<file path="src/rtl/als_sample_scheduler.sv">
// als_sample_scheduler: periodic/on-demand PMOD ALS sampling with SPI timeout, display register and UART FIFO
`timescale 1ns/1ps
module als_sample_scheduler #(
  parameter int MUESTREO   = 10_000_000,
  parameter int TIMEOUT    = 4096,
  parameter int FIFO_DEPTH = 4
) (
  input  logic        clk_100m_i,
  input  logic        rst,
  input  logic        en_i,
  input  logic        req_i,
  output logic        spi_start_o,
  input  logic        spi_busy_i,
  input  logic        spi_done_i,
  input  logic [15:0] spi_data_i,
  output logic [7:0]  sample_o,
  output logic        sample_valid_o,
  output logic [7:0]  fifo_data_o,
  output logic        fifo_valid_o,
  input  logic        fifo_ready_i,
  output logic        timeout_o,
  output logic        overflow_o
);
  localparam int PW = $clog2(MUESTREO);
  localparam int TW = $clog2(TIMEOUT);
  localparam int AW = $clog2(FIFO_DEPTH);
  localparam logic [PW-1:0] PMAX = PW'(MUESTREO - 1);
  localparam logic [TW-1:0] TMAX = TW'(TIMEOUT - 1);
  typedef enum logic [1:0] {IDLE, START, WAIT, CAPTURE} state_t;
  state_t state, state_nx;
  logic [PW-1:0] pcnt;
  logic [TW-1:0] tcnt;
  logic pend_per, pend_req, go, tick, to_hit, push, pop, full, acc;
  logic [7:0] mem [FIFO_DEPTH];
  logic [AW:0] wp, rp;
  logic [7:0] last;
  logic unused_pad;
  assign unused_pad = ^{spi_data_i[15:13], spi_data_i[4:0]};
  always_comb begin
    go = (pend_per | pend_req) & ~spi_busy_i;
    tick = en_i && pcnt == PMAX;
    to_hit = state == WAIT && !spi_done_i && tcnt == TMAX;
    spi_start_o = state == START;
    sample_valid_o = state == CAPTURE;
    state_nx = state == IDLE  ? (go ? START : IDLE) :
               state == START ? WAIT :
               state == WAIT  ? (spi_done_i ? CAPTURE : (to_hit ? IDLE : WAIT)) : IDLE;
  end
  // extra pointer bit separates full from empty
  always_comb begin
    fifo_valid_o = wp != rp;
    full = (wp ^ rp) == {1'b1, {AW{1'b0}}};
    push = state == CAPTURE;
    pop = fifo_valid_o & fifo_ready_i;
    acc = push & (~full | pop);
    fifo_data_o = fifo_valid_o ? mem[rp[AW-1:0]] : last;
  end
  always_ff @(posedge clk_100m_i or negedge rst)
    if (!rst) state <= IDLE;
    else state <= state_nx;
  // a new request in the same cycle as the launch stays pending
  always_ff @(posedge clk_100m_i or negedge rst)
    if (!rst) begin
      pcnt <= '0;
      pend_per <= 1'b0;
      pend_req <= 1'b0;
      tcnt <= '0;
      sample_o <= '0;
      timeout_o <= 1'b0;
    end else begin
      pcnt <= (!en_i || tick) ? '0 : pcnt + 1'b1;
      pend_per <= en_i & (tick | (pend_per & ~(state == IDLE & go)));
      pend_req <= req_i | (pend_req & ~(state == IDLE & go));
      tcnt <= state == START ? '0 : state == WAIT ? tcnt + 1'b1 : tcnt;
      if (state == WAIT && spi_done_i) sample_o <= spi_data_i[12:5];
      if (to_hit) timeout_o <= 1'b1;
    end
  always_ff @(posedge clk_100m_i or negedge rst)
    if (!rst) begin
      wp <= '0;
      rp <= '0;
      last <= '0;
      overflow_o <= 1'b0;
    end else begin
      if (acc) wp <= wp + 1'b1;
      if (pop) rp <= rp + 1'b1;
      if (pop) last <= mem[rp[AW-1:0]];
      if (push && full && !pop) overflow_o <= 1'b1;
    end
  always_ff @(posedge clk_100m_i)
    if (acc) mem[wp[AW-1:0]] <= sample_o;
endmodule

</file>
<file path="config.mk">
export PLATFORM = sky130hd
export DESIGN_NAME = als_sample_scheduler
export DESIGN_NICKNAME = d
export VERILOG_FILES = /design/src/rtl/als_sample_scheduler.sv
export SDC_FILE = /design/constraint.sdc
export NUM_CORES = 1
export LEC_CHECK = 0
export CELL_PAD_IN_SITES_DETAIL_PLACEMENT = 0
export CELL_PAD_IN_SITES_GLOBAL_PLACEMENT = 1
export CORE_MARGIN = 2
export CORE_UTILIZATION = 30
export DETAILED_ROUTE_END_ITERATION = 8
export PLACE_DENSITY = 0.68
export RECOVER_POWER = 50
export SYNTH_ARGS = -nofsm -noshare
export SYNTH_HDL_FRONTEND = slang
export SYNTH_SLANG_ARGS = --single-unit
</file>
<file path="constraint.sdc">
create_clock -name clk_100m_i -period 2.55 [get_ports clk_100m_i]
set_input_delay 0.3825 -clock clk_100m_i [delete_from_list [all_inputs] [get_ports clk_100m_i]]
set_output_delay 0.3825 -clock clk_100m_i [all_outputs]
set_load 0.01 [all_outputs]
</file>
# == Word-level counts from Yosys, hierarchy flattened ==
# Memories as Yosys holds them, arrays and structs flattened.
# Index checks and enable logic that the tools add are counted.
# totals
word_cells,62
ram_bits,32
mem_count,1
regBits,64
# memory_table
memory,words,word_bits,rd,rd_ports_with_merged_regs,wr,line_no,source
mem,4,8,1,0,1,34,logic [7:0] mem [FIFO_DEPTH];
# op_classes
bitwise_logic,15
reduce_logical,12
mux,12
eq_ne,7
n_addsub,4
# op_table
operator,n
24-bit by 1-bit adder with 24-bit output (second input constant),1
24-bit equality test (second input constant),1
12-bit two-way mux,2
24-bit two-way mux,1
12-bit by 1-bit adder with 12-bit output (second input constant),1
12-bit equality test (second input constant),1
2-bit two-way mux,5
8-bit two-way mux,1
1-bit bitwise AND,7
3-bit by 1-bit adder with 3-bit output (second input constant),2
1-bit logical AND,6
2-bit equality test (second input constant),2
1-bit bitwise OR,4
3-bit equality test (second input constant),1
1-bit logical NOT,3
1-bit two-way mux,3
3-bit != test,1
1-bit NOT,3
3-bit XOR,1
2-bit by 1-bit equality test with 1-bit output (second input constant),1
2-bit logical NOT,1
2-bit nonzero test,1
1-bit logical OR,1

# == Longest topological paths before layout ==
# depth
word_depth,8
mapped_depth,6

# == Least setup slack after synthesis ==
# Ideal clock, no wire load.
# synth_path
path_kind,register to output
startpoint,register rp[1]
endpoint,output port fifo_data_o[0]
required_ns,2.168
slack_ns,0.468
path_stages_with_launch,6
t_arrival_ns,1.700
n_path_buf,2
path_cell_list,dfrtp_1 > clkbuf_1 > xnor2_1 > nand3_1 > clkbuf_1 > mux2_2
# synth_between
elab_chain_len,2
# synth_lines
element,line_no,source
"start, declared",35,"logic [AW:0] wp, rp;"
"start signal, assigned",86,if (pop) rp <= rp + 1'b1;
3-bit != test,51,fifo_valid_o = wp != rp;
net fifo_valid_o,19,"output logic fifo_valid_o,"
8-bit two-way mux,56,fifo_data_o = fifo_valid_o ? mem[rp[AW-1:0]] : last;
"end, declared",18,"output logic [7:0] fifo_data_o,"
# The timed path passes the listed nets, and every way through them passes these cells.

# == Worst setup path in the final report ==
# layout_path
startpoint,register rp[0]
endpoint,output port fifo_data_o[5]
# layout_between
elab_chain_len,2
# layout_lines
element,line_no
memory read 4 x 8 bit / 3-bit != test (equally long branches),n/a
8-bit two-way mux (*),56
# Every way passes the cells marked *; elsewhere a longest branch is shown, timed or not.

==> summary.md <==
| Metric | Value |
|---|---|
| Outcome | completed |
| Longest Clk Path Bufs | 2 |
| CP max FO | 10 |
| Crit path from | rp[0]$_DFFE_PN0N_ |
| Setup crit start kind | flop |
| Final count of negative-setup-slack endpoints | 0 |
| Maxcap violations | 0 |
| Syn nets | 378 |
| Max stage delay cell, worst path | mux4_2 |
| Hpwl dp | 5650 µm |
| Drt wl/cell | 14.0 µm |
| Critical path capture point type | output port |
| Min-Delay Path Class | in2async |
| GR Util met2 | 18.5% |
| Yosys cell types | 39 |
| Post-synth top cells | dfrtp_1 (64), edfxtp_1 (32), mux2_2 (27), nor2_1 (23), nand2_1 (20) |
| Max IR drop VDD | 379 µV |
| Critical path cell sequence | buf_12 > buf_4 > mux4_2 > mux2_2 > dlygate4sd2_1 |
| CP endpoint | fifo_data_o[5] |
| Share of the synthesized area in the top cell type | 36.9% |
| Share of layout cells above drive strength 1 | 17.8% |
| Pre-antenna DRT Iters | 4 |
| Synth area leaders | dfrtp_1 (37%), edfxtp_1 (22%), mux2_2 (7.0%), mux4_2 (4.2%), ha_1 (3.2%) |
| GRT Max-Usage Layer | met2 |
| Worst-Margin Slew | 1.28 ns |
| Post-synthesis xor/xnor area fraction | 4.44% |
| Most used DFF post-synth | dfrtp_1 |
| Clock slew at reported path FFs | 0.06 ns |
| Share of synthesized flip-flops with an asynchronous set or reset | 66.7% |
| Syn Std Cell Area | 4340 µm² |
| Smallest hold slack | 0.301 ns |
| Critical Path AT | 2.05 ns |
| FP Rows | 43 |
| CTS Hold Bufs | 0 |
| Fin util | 38.3% |
| Multiplexer area fraction after synthesis | 11.4% |
| Die Span Y | 124 µm |
| Max Clk Rate | 411 MHz |
| Period utilisation layout | 95.4% |
| Worst R2R Setup Slack | 0.22 ns |
| CTS Buf Count | 9 |
| Gr usage total | 11.4% |
| GR Util met3 | 2.71% |
| Final #Nets | 434 |
| Area leader, netlist | dfrtp_1 |
| Post-DRT Antenna Nets | 0 |
| Initial antenna violation count | 0 |
| Inst Count DP | 560 |
| Syn avg cell area | 12.6 µm² |
| Worst path required time | 2.17 ns |
| DRT iter0 DRCs | 225 |
| Worst r2r src | pcnt[0]$_DFF_PN0_ |
| Vias in the first global route | 2,828 |
| First-pass GRT wire length | 14,400 µm |
| Leak | 2.12 nW |
| Min Tclk post-route | 2.43 ns |
| Pwr/cell area | 1020 nW/µm² |
| Core Region | 14,000 µm² |
| Final non-filler cell total | 585 |
| Initial Utilization | 31.0% |
| Largest net degree at the start of global routing | 43 |
| Compound-Gate Fraction of Synth Area | 6.61% |
| DIE WIDTH | 124 µm |
| I/O pin total | 44 |
| Yosys reg bits | 96 |
| Crit-path leading delay family | multiplexers |
| Slew Limit Fails | 0 |
| Syn Inst Count | 344 |
| Cell depth of the worst setup path | 5 |
| Share of the yosys chip area belonging to registers | 59.1% |
| GR Layer Usage met1 | 14.8% |
| Clk sink count | 96 |
| Clock latency on the worst-skew pair | 0.34 ns |
| Vias | 2,821 |
| Post-Synth Simple-Gate Area | 13.0% |
| Storage element area | 2560 µm² |
| Largest family of logic cells by synthesized area | simple AND/OR/NAND/NOR gates |
| I/O Buffers | 35 |
| Total congestion overflow | 0 |
| DRC viols | 0 |
| Synth warnings | 0 |
| Slowest cell delay on critical path | 0.50 ns |
| Critical path type | reg2out |
| Worst reg2reg path endpoint | pcnt[18]$_DFF_PN0_ |
| Setup TNS Final | 0 ns |
| Area growth syn-to-layout | 23.7% |
| ANT cells | 0 |
| Final clock skew | 0.00755 ns |
| Slew headroom | 14.8% |
| Multi-input logic area | 1700 µm² |
| RSZ-0062 raised after global routing | no |
| GPL Wtd Cong | 0.743 |
| CP Buf/Inv Count | 3 |
| Synth Area in Adders | 3.17% |
| Most frequent cell after synthesis | dfrtp_1 |
| R2r worst-path depth | 5 |
| H-Tree Depth | 3 |
| TritonCTS clock tree | done |
| # fillers | 1,331 |
| Number of synthesized flops with an enable pin | 32 |
| Hold Vio Cnt, Final | 0 |
| Die ar. | 15,400 µm² |
| Via-to-Cell Ratio | 4.82 |
| Root Buffer | clkbuf_16 |
| Post-Route WL | 8210 µm |
==> layout by cell type, fill, tap and decap left out, types with 4 or more instances in the layout <==
cell,instances
clkbuf_16,9
or3_1,7
inv_1,15
or4_1,7
nand3_1,15
dlygate4sd2_1,6
clkdlybuf4s50_1,26
buf_4,16
ha_1,11
o31ai_1,7
a21oi_1,14
mux2_2,27
xnor2_1,12
dfrtp_1,64
nand2_1,20
edfxtp_1,32
nand2b_1,4
nor3_1,6
nand4_1,6
o21ai_0,15
xor2_1,9
clkbuf_1,5
and3_1,8
mux4_2,8
nor2_1,23
==> area by class of cell <==
cell class	instances	share of cell area (%)
multi-input cells	222	31.7
flip-flops and latches	96	47.8
well taps	180	4.20
clock inverters	5	1.52
clock buffers	11	4.34
inverters	15	1.05
repair buffers	56	9.42
==> per-stage QoR <==
stage	instance area [µm²]	total power [mW]	worst slack, ns
after floorplan	4340	3.24	0.468
after global placement	4990	3.99	0.257
after detailed placement	4990	4.04	0.191
after CTS	5300	5.45	0.0000460
after global routing	5360	5.84	0.0120
final	5360	5.50	0.118
==> power by group <==
part           internal, mW  total, mW  switching [mW]
Sequential             1.94       2.19           0.249
Combinational          1.07       1.88           0.806
Clock                 0.860       1.43           0.567
Total                  3.87       5.50            1.62
==> metal layers <==
layer  vias up  share of wire (%)
met3        14                3.4
met2        44                 48
li1       1374                  -
met5         -                  0
met1      1389                 47
met4         0                1.8
==> worst register-to-register path: cells and delay by family, from the launching register on <==
kind	cells	cell delay (ns)
AND/OR/NAND/NOR	3	1.42
flip-flops	1	0.41
adder cells (fa/ha/maj)	1	0.28
AO/OA/AOI/OAI	1	0.15
==> kinds of logic (layout without fill, tap and decap cells) <==
family	Yosys count	in the layout
buffers and inverters	26	87
AND/OR/NAND/NOR	106	106
XOR/XNOR	22	22
AO/OA/AOI/OAI	47	47
multiplexers	36	36
adder cells (fa/ha/maj)	11	11
flip-flops	96	96
==> state kept, by name (all words and copies together) (netlist names) <==
| signal | count |
|---|---|
| mem | 32 |
| rp | 3 |
| overflow_o | 1 |
| state | 2 |
| wp | 3 |
| timeout_o | 1 |
| tcnt | 12 |
| last | 8 |
| pcnt | 24 |
| pend_per | 1 |
| pend_req | 1 |
| sample_o | 8 |
==> timing repair <==
action / 4_1_cts / 5_1_grt
setup buffers: 0 / 9
resized for setup: 8 / 3
endpoints found under the setup margin: 8 / 2
==> worst min path at each step <==
stage	from	endpoint	slack [ns]	cells after the start
6_report	rst	rp[2]$_DFFE_PN0N_	0.30	1
5_1_grt	rst	rp[2]$_DFFE_PN0N_	0.42	1
4_1_cts	rst	rp[2]$_DFFE_PN0N_	0.04	1
3_5_place_dp	rst	rp[2]$_DFFE_PN0N_	0.41	1
3_3_place_gp	rst	rp[2]$_DFFE_PN0N_	0.41	1
2_1_floorplan	rst	last[0]$_DFFE_PN0N_	0.09	0
No activity file was read; power rests on OpenSTA's default activity.
